<file path="config.mk">
export PLATFORM = sky130hd
export DESIGN_NAME = fm_scan_ctrl_p
export DESIGN_NICKNAME = d
export VERILOG_FILES = /design/src/rtl/fm_scan_ctrl_p.sv
export SDC_FILE = /design/constraint.sdc
export NUM_CORES = 1
export LEC_CHECK = 0
export ABC_AREA = 1
export BUFFER_PORTS_ARGS = -buffer_cell sky130_fd_sc_hd__buf_2
export CAP_MARGIN = 5
export CORE_ASPECT_RATIO = 1.4
export CORE_MARGIN = 5
export CORE_UTILIZATION = 50
export DETAILED_ROUTE_END_ITERATION = 7
export PLACE_DENSITY = 0.77
export SYNTH_ARGS = -nofsm -noshare
export SYNTH_HDL_FRONTEND = slang
export SYNTH_SLANG_ARGS = --single-unit
export TNS_END_PERCENT = 20
</file>
<file path="constraint.sdc">
create_clock -name clk -period 2.7 [get_ports clk]
set_clock_uncertainty 0.2 [all_clocks]
set_input_delay 0.135 -clock clk [delete_from_list [all_inputs] [get_ports clk]]
set_output_delay 0.135 -clock clk [all_outputs]
set_load 0.03 [all_outputs]
</file>
<file path="src/rtl/fm_scan_ctrl_p.sv">
// Scan-order controller: walks a W x H x C position space one step at a time,
// tracking row parity and a row-group counter for the datapath.
module fm_scan_ctrl_p #(
  parameter int unsigned CNT_W = 8,
  parameter int unsigned GRP_N = 3,
  parameter int unsigned GRP_W = $clog2(GRP_N)
) (
  input  logic             clk,
  input  logic             rst,
  input  logic             cfg_valid,
  output logic             cfg_ready,
  input  logic [CNT_W-1:0] cfg_w,
  input  logic [CNT_W-1:0] cfg_h,
  input  logic [CNT_W-1:0] cfg_c,
  input  logic             cfg_stride,
  input  logic             cfg_bit_mode,
  input  logic             step_i,
  input  logic             abort_i,
  output logic             busy,
  output logic             done,
  output logic             last_pos,
  output logic [CNT_W-1:0] w_num,
  output logic [CNT_W-1:0] h_num,
  output logic [CNT_W-1:0] c_num,
  output logic             stride_mode,
  output logic             bit_mode,
  output logic [CNT_W-1:0] count_w,
  output logic [CNT_W-1:0] count_h,
  output logic [CNT_W-1:0] count_c,
  output logic             row_parity,
  output logic             is_even_even_row,
  output logic [GRP_W-1:0] grp_cnt
);

  localparam logic [1:0] StIdle = 2'd0;
  localparam logic [1:0] StRun  = 2'd1;
  localparam logic [1:0] StDone = 2'd2;

  localparam logic [GRP_W-1:0] GrpMax = GRP_W'(GRP_N - 1);

  logic [1:0]       st_q, st_d;
  logic [CNT_W-1:0] wn_q, wn_d, hn_q, hn_d, cn_q, cn_d;
  logic             sm_q, sm_d, bm_q, bm_d;
  logic [CNT_W-1:0] cw_q, cw_d, ch_q, ch_d, cc_q, cc_d;
  logic             rp_q, rp_d, eer_q, eer_d;
  logic [GRP_W-1:0] grp_q, grp_d;
  logic             last;

  assign last = (st_q == StRun) && (cw_q == '0) && (ch_q == '0) && (cc_q == '0);

  always_comb begin
    st_d  = st_q;
    wn_d  = wn_q;
    hn_d  = hn_q;
    cn_d  = cn_q;
    sm_d  = sm_q;
    bm_d  = bm_q;
    cw_d  = cw_q;
    ch_d  = ch_q;
    cc_d  = cc_q;
    rp_d  = rp_q;
    eer_d = eer_q;
    grp_d = grp_q;
    case (st_q)
      StIdle: begin
        if (cfg_valid) begin
          wn_d  = cfg_w;
          hn_d  = cfg_h;
          cn_d  = cfg_c;
          sm_d  = cfg_stride;
          bm_d  = cfg_bit_mode;
          cw_d  = cfg_w;
          ch_d  = cfg_h;
          cc_d  = cfg_c;
          rp_d  = 1'b0;
          eer_d = 1'b0;
          grp_d = '0;
          st_d  = StRun;
        end
      end
      StRun: begin
        if (abort_i) begin
          st_d  = StIdle;
          cw_d  = '0;
          ch_d  = '0;
          cc_d  = '0;
          rp_d  = 1'b0;
          eer_d = 1'b0;
          grp_d = '0;
        end else if (step_i) begin
          if (last) begin
            st_d = StDone;
          end else if (cw_q != '0) begin
            cw_d = cw_q - 1'b1;
          end else begin
            // Row end
            cw_d = wn_q;
            rp_d = ~rp_q;
            if (rp_q) eer_d = ~eer_q;
            if (!sm_q || rp_q) grp_d = (grp_q == GrpMax) ? '0 : grp_q + 1'b1;
            if (ch_q != '0) begin
              ch_d = ch_q - 1'b1;
            end else begin
              // Channel wrap: cc_q is nonzero here, otherwise last would be set
              ch_d  = hn_q;
              cc_d  = cc_q - 1'b1;
              rp_d  = 1'b0;
              eer_d = 1'b0;
              grp_d = '0;
            end
          end
        end
      end
      StDone:  st_d = StIdle;
      default: st_d = StIdle;
    endcase
  end

  always_ff @(posedge clk) begin
    if (rst) begin
      st_q  <= StIdle;
      wn_q  <= '0;
      hn_q  <= '0;
      cn_q  <= '0;
      sm_q  <= 1'b0;
      bm_q  <= 1'b0;
      cw_q  <= '0;
      ch_q  <= '0;
      cc_q  <= '0;
      rp_q  <= 1'b0;
      eer_q <= 1'b0;
      grp_q <= '0;
    end else begin
      st_q  <= st_d;
      wn_q  <= wn_d;
      hn_q  <= hn_d;
      cn_q  <= cn_d;
      sm_q  <= sm_d;
      bm_q  <= bm_d;
      cw_q  <= cw_d;
      ch_q  <= ch_d;
      cc_q  <= cc_d;
      rp_q  <= rp_d;
      eer_q <= eer_d;
      grp_q <= grp_d;
    end
  end

  assign cfg_ready        = (st_q == StIdle);
  assign busy             = (st_q == StRun);
  assign done             = (st_q == StDone);
  assign last_pos         = last;
  assign w_num            = wn_q;
  assign h_num            = hn_q;
  assign c_num            = cn_q;
  assign stride_mode      = sm_q;
  assign bit_mode         = bm_q;
  assign count_w          = cw_q;
  assign count_h          = ch_q;
  assign count_c          = cc_q;
  assign row_parity       = rp_q;
  assign is_even_even_row = eer_q;
  assign grp_cnt          = grp_q;

endmodule

</file>
=== Yosys cells after proc, flatten, opt, wreduce, memory -nomap -nowiden ===
Cells that the tools add are included.

* Register bits after elaboration: 56
* Bits in latches: 0
* Memory bits (writable): 0
* Memory bits (read-only): 0
* Input port bits: 31
* Output and inout port bits: 58
* Word-level logic and storage cells: 96
* Memories: 0

* Add/subtract/negate cells: 4
* $mul: 0
* Divide/modulo/power cells: 0
* $lt $le $gt $ge: 0
* Equality and inequality tests: 11
* Shifts and indexed selects: 0
* Muxes and demuxes: 48
* Bitwise gates (word level): 2
* Reduce and logical (&&, ||, !) cells: 19

{| class="wikitable"
|+ Operators by type and width
! cell !! number
|-
| 8-bit 2-to-1 mux || 17
|-
| 8-bit one-hot mux with 2 select lines || 3
|-
| 8-bit zero test || 3
|-
| 2-bit 2-to-1 mux || 12
|-
| 8-bit by 1-bit subtractor with 8-bit output, second input constant || 3
|-
| 6-bit AND reduction || 3
|-
| 8-bit nonzero test || 2
|-
| 1-bit 2-to-1 mux || 12
|-
| 3-bit inequality test, second input constant || 4
|-
| 4-bit inequality test, second input constant || 2
|-
| 2-bit one-hot mux with 2 select lines || 2
|-
| 5-bit AND reduction || 1
|-
| 2-bit == test, second input constant || 2
|-
| 1-bit one-hot mux with 2 select lines || 2
|-
| 4-bit AND reduction || 1
|-
| 1-bit logical AND || 3
|-
| 3-bit by 2-bit inequality test with 1-bit output, second input constant || 1
|-
| 3-bit AND reduction || 1
|-
| 2-bit by 1-bit adder with 2-bit output, second input constant || 1
|-
| 2-bit by 1-bit == test with 1-bit output, second input constant || 1
|-
| 2-bit zero test || 1
|-
| 2-bit inequality test, second input constant || 1
|-
| 1-bit NOT || 2
|-
| 2-bit AND reduction || 1
|-
| 3 further kinds || 3
|}

=== Logic depth before layout (Yosys ltp) ===
Gate-level depths: netlist of run 1.

* Depth in word-level cells: 9
* Gate-level depth with buffers: 13
* Gate-level depth less buffers: 12

=== Worst setup path after synthesis of run 1 ===
No wires, ideal clock.

* Path kind: register to register
* From: register cw_q[0], in the netlist count_w[0]
* To: register cw_q[2], in the netlist count_w[2]
* Library setup time: 115 ps
* Data arrival time: 1737 ps
* Required time: 2385 ps
* Slack: 649 ps
* Stages on the path, launching flop included: 11
* Buffers on the path: 1
* Clock period less this slack: 2051 ps
* Cell sequence: dfxtp_1 inv_1 ha_1 nand2_1 nor2_4 inv_1 buf_2 nand2_1 o211ai_1 o21ai_0 o21a_1

* Longest elaborated chain between the ends: 6
* Elaborated cells between the ends (all ways): 13
* Those cells by class: add/sub: 1; eq/ne: 1; mux: 5; reduce/logical: 6

{| class="wikitable"
|+ Ends and longest elaborated chain
! what !! line !! RTL
|-
| from (decl) || 44 || <nowiki>logic [CNT_W-1:0] cw_q, cw_d, ch_q, ch_d, cc_q, cc_d;</nowiki>
|-
| from (signal assigned) || 140 || <nowiki>cw_q <= cw_d;</nowiki>
|-
| 8-bit by 1-bit subtractor with 8-bit output, or another cell as far along || 94 || <nowiki>cw_d = cw_q - 1'b1;</nowiki>
|-
| 8-bit 2-to-1 mux / 1-bit logical AND (equally long branches) || 93, 49 ||
|-
| 8-bit 2-to-1 mux / 1-bit logical AND (equally long branches) || 91, 49 ||
|-
| 8-bit 2-to-1 mux / 1-bit logical AND (equally long branches) || 90, 49 ||
|-
| 8-bit 2-to-1 mux / 3-bit inequality test (equally long branches) || -- ||
|-
| 8-bit one-hot mux with 2 select lines / 4-bit AND reduction (equally long branches) || -- ||
|}

Parallel ways exist; a longest one is shown, timed or not. The select of a mux whose other input is x is not followed.
A chain may end at the register's enable or synchronous reset.

=== Final worst setup path of run 1 ===
* From: register ch_q[0], in the netlist count_h[0]
* To: register cc_q[0], in the netlist count_c[0]

* Longest elaborated chain between the ends: 5
* Elaborated cells between the ends (all ways): 7
* Those cells by class: eq/ne: 2; reduce/logical: 5

{| class="wikitable"
|+ Ends and longest elaborated chain
! what !! line !! RTL
|-
| from (decl) || 44 ||
|-
| from (signal assigned) || 141 || <nowiki>ch_q <= ch_d;</nowiki>
|-
| 8-bit zero test || 49 || <nowiki>assign last = (st_q == StRun) && (cw_q == '0) && (ch_q == '0) && (cc_q == '0);</nowiki>
|-
| 1-bit logical AND (2 in series) || 49 ||
|-
| 3-bit inequality test (no source line) || -- ||
|-
| 6-bit AND reduction (no source line) * || -- ||
|-
| to (signal assigned) || 129 || <nowiki>cc_q <= '0;</nowiki>
|-
| to (signal assigned) || 142 || <nowiki>cc_q <= cc_d;</nowiki>
|-
| to (decl) || 44 ||
|}

Mark *: on every way between the ends. The rest lies on a longest branch, timed or not.

==> results, run 1 <==
- The via count of the first global-routing pass is 3,056.
- The number of register bits inferred by synthesis is 56.
- Leaving out fill and tap cells, the most frequent cell in the layout is sky130_fd_sc_hd__buf_2.
- The overall die area is 7887 um2.
- The pin count of the biggest net entering global routing is 38.
- The path depth of the worst reg2reg path is 9.
- From synthesis to final layout, the design area changed by 26.19%.
- Setup repair after global routing left no endpoint under its margin.
- The cell area that synthesis handed to floorplanning was 3095 um2.
- The sequential area share after synthesis is 0.3622.
- Summed over all layers, the global routing overflow is 0.
- For this design the ratio of total power to cell area is 576.8 nW/um2.
- The average wire length per cell after detail routing is 13.71 um.
- The insertion delay to the later sink of the worst-skew pair is 0.31 ns.
- At the worst endpoint, the required time is 2.70 ns.
- The first global-routing pass estimated 14.11 mm of wire.
- The multi-input combinational cells in the finished layout cover a total of 1658 um2.
- The number of detailed-routing iterations run before antenna repair is 4.
- In this run, distinct cell masters in the synthesized netlist total 33.
- IR analysis of the VDD net gives a maximum drop of 0.4112 mV.
- After layout, the minimum clock period comes to 2.204 ns.
- STA puts the critical path data arrival time at 2.20 ns.
- The net count reported at finish is 593.
- The number of warnings reported in the yosys synthesis log is 0.
- The endpoint identified for the worst register-to-register timing path is count_c[0]$_SDFFE_PP0P_.
- Wires add up to 8.621 mm.
- The number of max-slew violations in the final report was 0.
- The initial antenna violation count is 0.
- The quantity of I/O buffers inserted on ports is 88.
- The flow ran to the end, and the final reports show no timing, DRC or antenna violations.
- Dividing the final minimum period by the clock period gives 0.8162.
- The analysis attributes to cell leakage a power of 0.001960 uW.
- In this design, the stage delay of the slowest critical-path cell is 0.34 ns.
- The kind of end point of the critical path is a flip-flop.
- The worst setup path is launched from a flip-flop.
- The clock-pin slew on the worst setup and hold paths is 0.10 ns.
- The tree is rooted in a sky130_fd_sc_hd__clkbuf_8.
- Setup total negative slack on the finished layout was measured at 0 ns.
- Summing all placed instances gives a cell area of 3546 um2.
- The via total after detailed routing is 3,271.
- The largest individual stage delay along the critical path comes from the cell sky130_fd_sc_hd__dfxtp_1.
- Once detail routing completed, the nets flagged for antenna violations numbered 0.
- The clock tree from TritonCTS is built.
- Counting stages on the worst path, the most repeated cell is sky130_fd_sc_hd__nor2_1.
- The cell count after placement is 594.
- 89 I/O pins were placed.
- Summing all flip-flop and latch instances after layout gives 1121 um2.
- The filler cells instantiated in the layout total 573.
- The final hold violation count is 0.
- The maximum fanout count along the critical path is 16.
- The quantity of gates resized following cts is 0.
- The slack of the worst reg-to-reg path is 0.50 ns.
- In the layout the commonest cells are 88 x sky130_fd_sc_hd__buf_2, 84 x sky130_fd_sc_hd__nand2_1, 69 x sky130_fd_sc_hd__nor2_1, 58 x sky130_fd_sc_hd__o21ai_0, 56 x sky130_fd_sc_hd__dfxtp_1.
- The critical path start-end classification is flip-flop to flip-flop.
- The slew at the pin with the worst max-slew slack is 0.5863 ns.
- The initial core utilization is 0.5053.
- Measured against its own limit, the worst slew margin works out to 0.6067.
- The floorplan has 34 rows.
- In the routed layout, each cell is associated on average with a via count of 5.200.
- The post-CTS setup repair buffer count is 0.
- The total clock buffers created by CTS is 5.
- Excluding fillers, the count of instances in the completed layout stands at 629.
- The finished cells cover 3906 um2.
- Derived from the worst setup path, the maximum achievable clock frequency is 0.4538 GHz.
- Setup violations remaining at the end of the flow were counted as 0.
- The cts-stage hold buffer count is 27.
- The gate count after technology mapping is 449.
- Counting every sink on the clock net gives 56.
- The number of levels the H-tree was split into is 2.
- The layout cell share with drive strength beyond 1 is 0.2298.
- The average instance in the mapped netlist occupies 6.894 um2.
- The HPWL after detailed placement is 6.136 mm.
- The total area inside the core boundary comes to 6126 um2.
- At the end of the flow the core is filled with cells to 0.6377.
- When the netlist entered floorplanning its net count stood at 486.
- For this block, the initial DRC count from the detailed router was 232.
- Along the worst hold path, the cell count comes to 4.
- From bottom edge to top edge, the die measures 103.1 um.
- The die is 76.50 um wide.
- The startpoint identified for the worst hold timing path is step_i.
- Walking the worst path, the cells encountered are inv_1 > ha_1 > nand2_1 > nor2_4 > nor2_1 > inv_1 > nand4_4 > nor2_1 > nor2_1.
- The tool flagged a number of max-cap violations equal to 0.
- The number of antenna diodes in the final layout is 0.
- At the end of routability-driven placement, the weighted congestion stood at 0.9082.
- For this run, the total global-route usage over all layers was measured as 0.2164.
- The path type of the worst min-delay path is input port to flip-flop.
- The reg-to-reg startpoint is count_h[0]$_SDFFE_PP0P_.
- The longest clock path from root to sink contains 2 buffers.
- For hold timing, the worst endpoint is st_q[0]$_SDFFE_PP0P_.
- The number of remaining DRC errors is 0.
-- flip-flops by register name (all words and copies together) (netlist names), 2 cells and up --
register	count
st_q	2
w_num	8
count_c	8
grp_cnt	2
count_w	8
c_num	8
h_num	8
count_h	8
-- per-layer routing --
layer / vias up / global-route usage / part of all wire
li1: 1658 / - / -
met1: 1468 / 0.2520 / 0.39
met2: 124 / 0.3925 / 0.52
met3: 21 / 0.03934 / 0.062
met4: 0 / 0.08748 / 0.027
met5: - / 0 / 0
-- per-stage QoR --
| step | worst slack, ns | hold slack [ns] | total power (uW) |
|---|---|---|---|
| 2_1_floorplan | 0.6488 | 0.07835 | 1563 |
| 3_3_place_gp | 0.6026 | 0.1848 | 1740 |
| 3_5_place_dp | 0.5326 | 0.1898 | 1752 |
| 4_1_cts | 0.5069 | 0.0006581 | 2256 |
| 5_1_grt | 0.2364 | 0.02104 | 2397 |
| 6_report | 0.4962 | 0.01134 | 2253 |
-- where the power goes --
group	internal, uW	switching, uW
registers	904	64.3
clock network	210	271
logic	265	539
-- worst max-delay path: cells and delay by family (launching register included) --
family                     cells  cell delay [ns]
adders and majority gates      1             0.18
DFF                            1             0.34
and+or+nand+nor                6             1.03
buffers and inverters          2             0.35
-- area by class of cell --
class,count,share of cell area
Multi-Input combinational cell,319,0.4244
Sequential cell,56,0.2870
Inverter,55,0.05285
Clock buffer,8,0.02306
Tap cell,72,0.02306
Timing Repair Buffer,119,0.1896
-- logic make-up after synthesis --
| logic type | count (synthesis) | share of synthesized area |
|---|---|---|
| AO/OA/AOI/OAI | 111 | 0.2017 |
| adder cells (fa/ha/maj) | 6 | 0.02425 |
| XOR/XNOR | 8 | 0.02264 |
| buffers and inverters | 74 | 0.1023 |
| AND/OR/NAND/NOR | 194 | 0.2870 |
| flip-flops | 56 | 0.3622 |
-- synthesized netlist by cell type, drive strengths merged --
cell type  number  share of area
xor2            5          0.014
o22ai           4         0.0081
o21a            4         0.0097
ha              6          0.024
o21ai          60          0.099
inv            53          0.064
o21bai          1         0.0024
nand4           5          0.020
o211ai          3         0.0073
xnor2           3         0.0085
nor3            5         0.0081
a21oi          37          0.070
buf            11          0.026
nand3          17          0.036
nor2           77           0.11
dfxtp          56           0.36
clkbuf          8         0.0097
a41oi           1         0.0028
a21o            1         0.0024
clkinv          2         0.0024
nand2          90           0.12
-- worst max-delay path by stage --
| stage | from | endpoint | slack [ns] | cells past startpoint |
|---|---|---|---|---|
| global route | count_h[0]$_SDFFE_PP0P_ | count_c[1]$_SDFFE_PP0P_ | 0.24 | 10 |
| finish | count_h[0]$_SDFFE_PP0P_ | count_c[0]$_SDFFE_PP0P_ | 0.50 | 9 |
| detailed placement | count_h[0]$_SDFFE_PP0P_ | count_h[4]$_SDFFE_PP0P_ | 0.53 | 9 |
| global placement | count_h[0]$_SDFFE_PP0P_ | count_c[2]$_SDFFE_PP0P_ | 0.60 | 9 |
| floorplan | count_w[0]$_SDFFE_PP0P_ | count_w[2]$_SDFFE_PP0P_ | 0.65 | 10 |
| CTS | count_h[0]$_SDFFE_PP0P_ | count_c[0]$_SDFFE_PP0P_ | 0.51 | 10 |
Note: power is estimated with default switching activity, not from simulation.
==> run 2, diff against run 1 <==
==> constraint.sdc (replaced) <==
create_clock -name clk -period 2.3 [get_ports clk]
set_clock_uncertainty 0.2 [all_clocks]
set_input_delay 0.115 -clock clk [delete_from_list [all_inputs] [get_ports clk]]
set_output_delay 0.115 -clock clk [all_outputs]
set_load 0.03 [all_outputs]
==> results, run 2 (synthesis gave the netlist of run 1 again) <==
- The flow ran to the end, and the final reports show no timing, DRC or antenna violations.
- The number of max-slew violations in the final report came to 0.
- In the final layout, the multi-input gates occupy 1658 um2.
- The leading cell type in the layout, fill and taps excluded is sky130_fd_sc_hd__buf_2.
- The total track usage is 0.2101.
- In this run the most used layer during global routing was met2.
- The highest clock rate is 0.4613 GHz.
- The overall die area is 7887 um2.
- The number of ports placed on the die boundary is 89.
- In this run the clock root is driven by a sky130_fd_sc_hd__clkbuf_8.
- The initial antenna violation count was 0.
- During placement, the flow inserted port buffers numbering 88.
- The portion of total power attributed to the clock network is 0.209.
- The diode insertion count for antenna repair is 0.
- The number of buffers on the longest clock path is 2.
- The number of levels the H-tree was split into is 2.
- In the final layout, the share of cells above drive strength 1 is 0.2487.
- The critical path start-end classification is flip-flop to primary output.
- The count of routing violations after the opening detailed-route iteration is 205.
- The first global-routing pass estimated 13.77 mm of wire.
- The floorplan step set the die width to 76.50 um.
- Across the VDD grid, the largest voltage drop is 0.3310 mV.
- The power per unit of standard cell area is 668.1 nW/um2.
- The static leakage is 0.002027 uW.
- The cell count after placement is 601.
- The net count reported at finish is 607.
- The library cells used most frequently in the layout, excluding fill and tap cells, are 88 x sky130_fd_sc_hd__buf_2, 84 x sky130_fd_sc_hd__nand2_1, 69 x sky130_fd_sc_hd__nor2_1, 58 x sky130_fd_sc_hd__o21ai_0, 56 x sky130_fd_sc_hd__dfxtp_1.
- TritonCTS built the clock tree.
- The net switching power of the design is 1038 uW.
- The number of maximum-capacitance violations is 0.
- In the global route stage, met3 resource usage came out at 0.03409.
- Data arrives at the worst endpoint at 1.85 ns.
- For this run, the share of the core covered by cells in the final layout is 0.6579.
- In the routed design, unresolved DRC markers number 0.
- Of the total power, the share spent switching nets is 0.3856.
- The share of total power in combinational logic is 0.369.
- The total of fill cells in the finished design is 573.
- The number of non-filler instances in the completed layout is 643.
- Setup repair after global routing left no endpoint under its margin.
- The maximum fanout count along the critical path is 10.
- The final hold violation count is 0.
- After global routing the overflow that remains totals 0.
- Summed over all failing endpoints, the final setup total negative slack is 0 ns.
- The core region is 6126 um2.
- The worst setup path is launched from a flip-flop.
- The first detailed-routing pass took 5 iterations.
- The die is 103.1 um tall.
- The weighted congestion reported at the end of routability-driven placement is 0.9178.
- For this design, the sink count on the clock tree is 56.
- The post-synthesis to final-layout area growth is 30.19%.
- The via count of the first global-routing pass is 3,024.
- The average wire length per cell after detail routing is 13.54 um.
- The area taken by flip-flops and latches is 1121 um2.
- The routed layout has 3,336 vias.
- The initial core utilization is 0.5053.
- The residual antenna-violating net count after detailed routing is 0.
- The clock reaches the later pin of the worst-skew pair after 0.31 ns.
- Of the total power, registers draw 0.422.
- Entering global routing, the biggest net connects 22 pins.
- Internal power comes to 1654 uW.
- For the pin with the worst max-slew slack, the measured transition is 0.4192 ns.
- The final critical-path share of the clock period is 0.9425.
- The min-delay analysis places its worst path in the category input port to flip-flop.
- The worst path in the final design needs a cycle of 2.168 ns, including I/O delays and setup.
- Clock-pin slew was measured on the worst setup and hold paths at 0.10 ns.
- Once detailed placement completed, the half-perimeter wirelength came to 6.318 mm.
- The count of final setup violators is 0.
- The total length of routed wires is 8.705 mm.
- Measured against its own limit, the worst slew margin works out to 0.7202.
- For met2 alone, demand over resource in global routing was 0.3938.
- The via-per-instance ratio is 5.188.
- The kind of end point of the critical path is a primary output.
- The data required time of the critical path is 1.99 ns.
- The total clock buffers created by CTS is 5.
- The number of rows in the core area is 34.
- For met1 alone, demand over resource in global routing was 0.2470.
[run 2: cell types whose count changed in the layout (fill, tap and decap cells not counted)]
cell                            change
sky130_fd_sc_hd__inv_1              -1
sky130_fd_sc_hd__clkinvlp_4         +1
sky130_fd_sc_hd__buf_12             +1
sky130_fd_sc_hd__dlygate4sd3_1      +1
sky130_fd_sc_hd__buf_4             +12
[run 2: repair_timing]
action / CTS / global route
resized for setup: 0 / 1
setup buffers: 0 / 6
hold buffers: 28 / 0
hold endpoints to repair: 42 / 0
endpoints found under the setup margin: 0 / 16
[run 2: worst paths after layout]
path | start | end | slack, ns | cells after the start
setup / recovery | count_h[0]$_SDFFE_PP0P_ | last_pos | 0.13 | 8
hold / removal | cfg_valid | st_q[1]$_SDFFE_PP0P_ | 0.01 | 5
setup reg to reg | count_w[0]$_SDFFE_PP0P_ | count_h[3]$_SDFFE_PP0P_ | 0.18 | 10
hold reg to reg | h_num[7]$_SDFFE_PP0P_ | h_num[7]$_SDFFE_PP0P_ | 0.27 | 2
[run 2: per-layer routing]
metal	part of all wire	vias up
met5	0	-
met4	0.017	0
li1	-	1682
met2	0.52	113
met3	0.056	16
met1	0.40	1525
[run 2: cell type report]
type,count,share of cell area
clock buffer,8,0.02235
inverter,55,0.05216
multi-input combinational,319,0.4114
sequential,56,0.2782
tap,72,0.02235
timing repair buffer,133,0.2136
[run 2: critical path: stages, from the launching register on]
cell and delay, ns:
sky130_fd_sc_hd__dfxtp_1 0.35, sky130_fd_sc_hd__inv_1 0.17, sky130_fd_sc_hd__ha_1 0.17, sky130_fd_sc_hd__nand2_1 0.08, sky130_fd_sc_hd__nor2_4 0.17, sky130_fd_sc_hd__buf_4 0.20
sky130_fd_sc_hd__nand3_1 0.09, sky130_fd_sc_hd__inv_1 0.11, sky130_fd_sc_hd__buf_2 0.21
[run 2: per-stage QoR]
step	cell area (um2)	worst slack, ns	hold slack [ns]	power (uW)
2_1_floorplan	3095	0.2488	0.05835	1835
3_3_place_gp	3598	0.2511	0.1655	2058
3_5_place_dp	3598	0.06577	0.1758	2077
4_1_cts	3969	0.05746	0.008315	2659
5_1_grt	4030	0.01671	0.03491	2838
6_report	4030	0.1322	0.01081	2693
[run 2: power by group through the flow]
stage,clock (uW),combinational (uW),sequential [uW]
after floorplan,0,513,1320
after global routing,598,1090,1150
after detailed placement,0,920,1160
final,562,994,1140
after CTS,565,958,1140
after global placement,0,903,1160
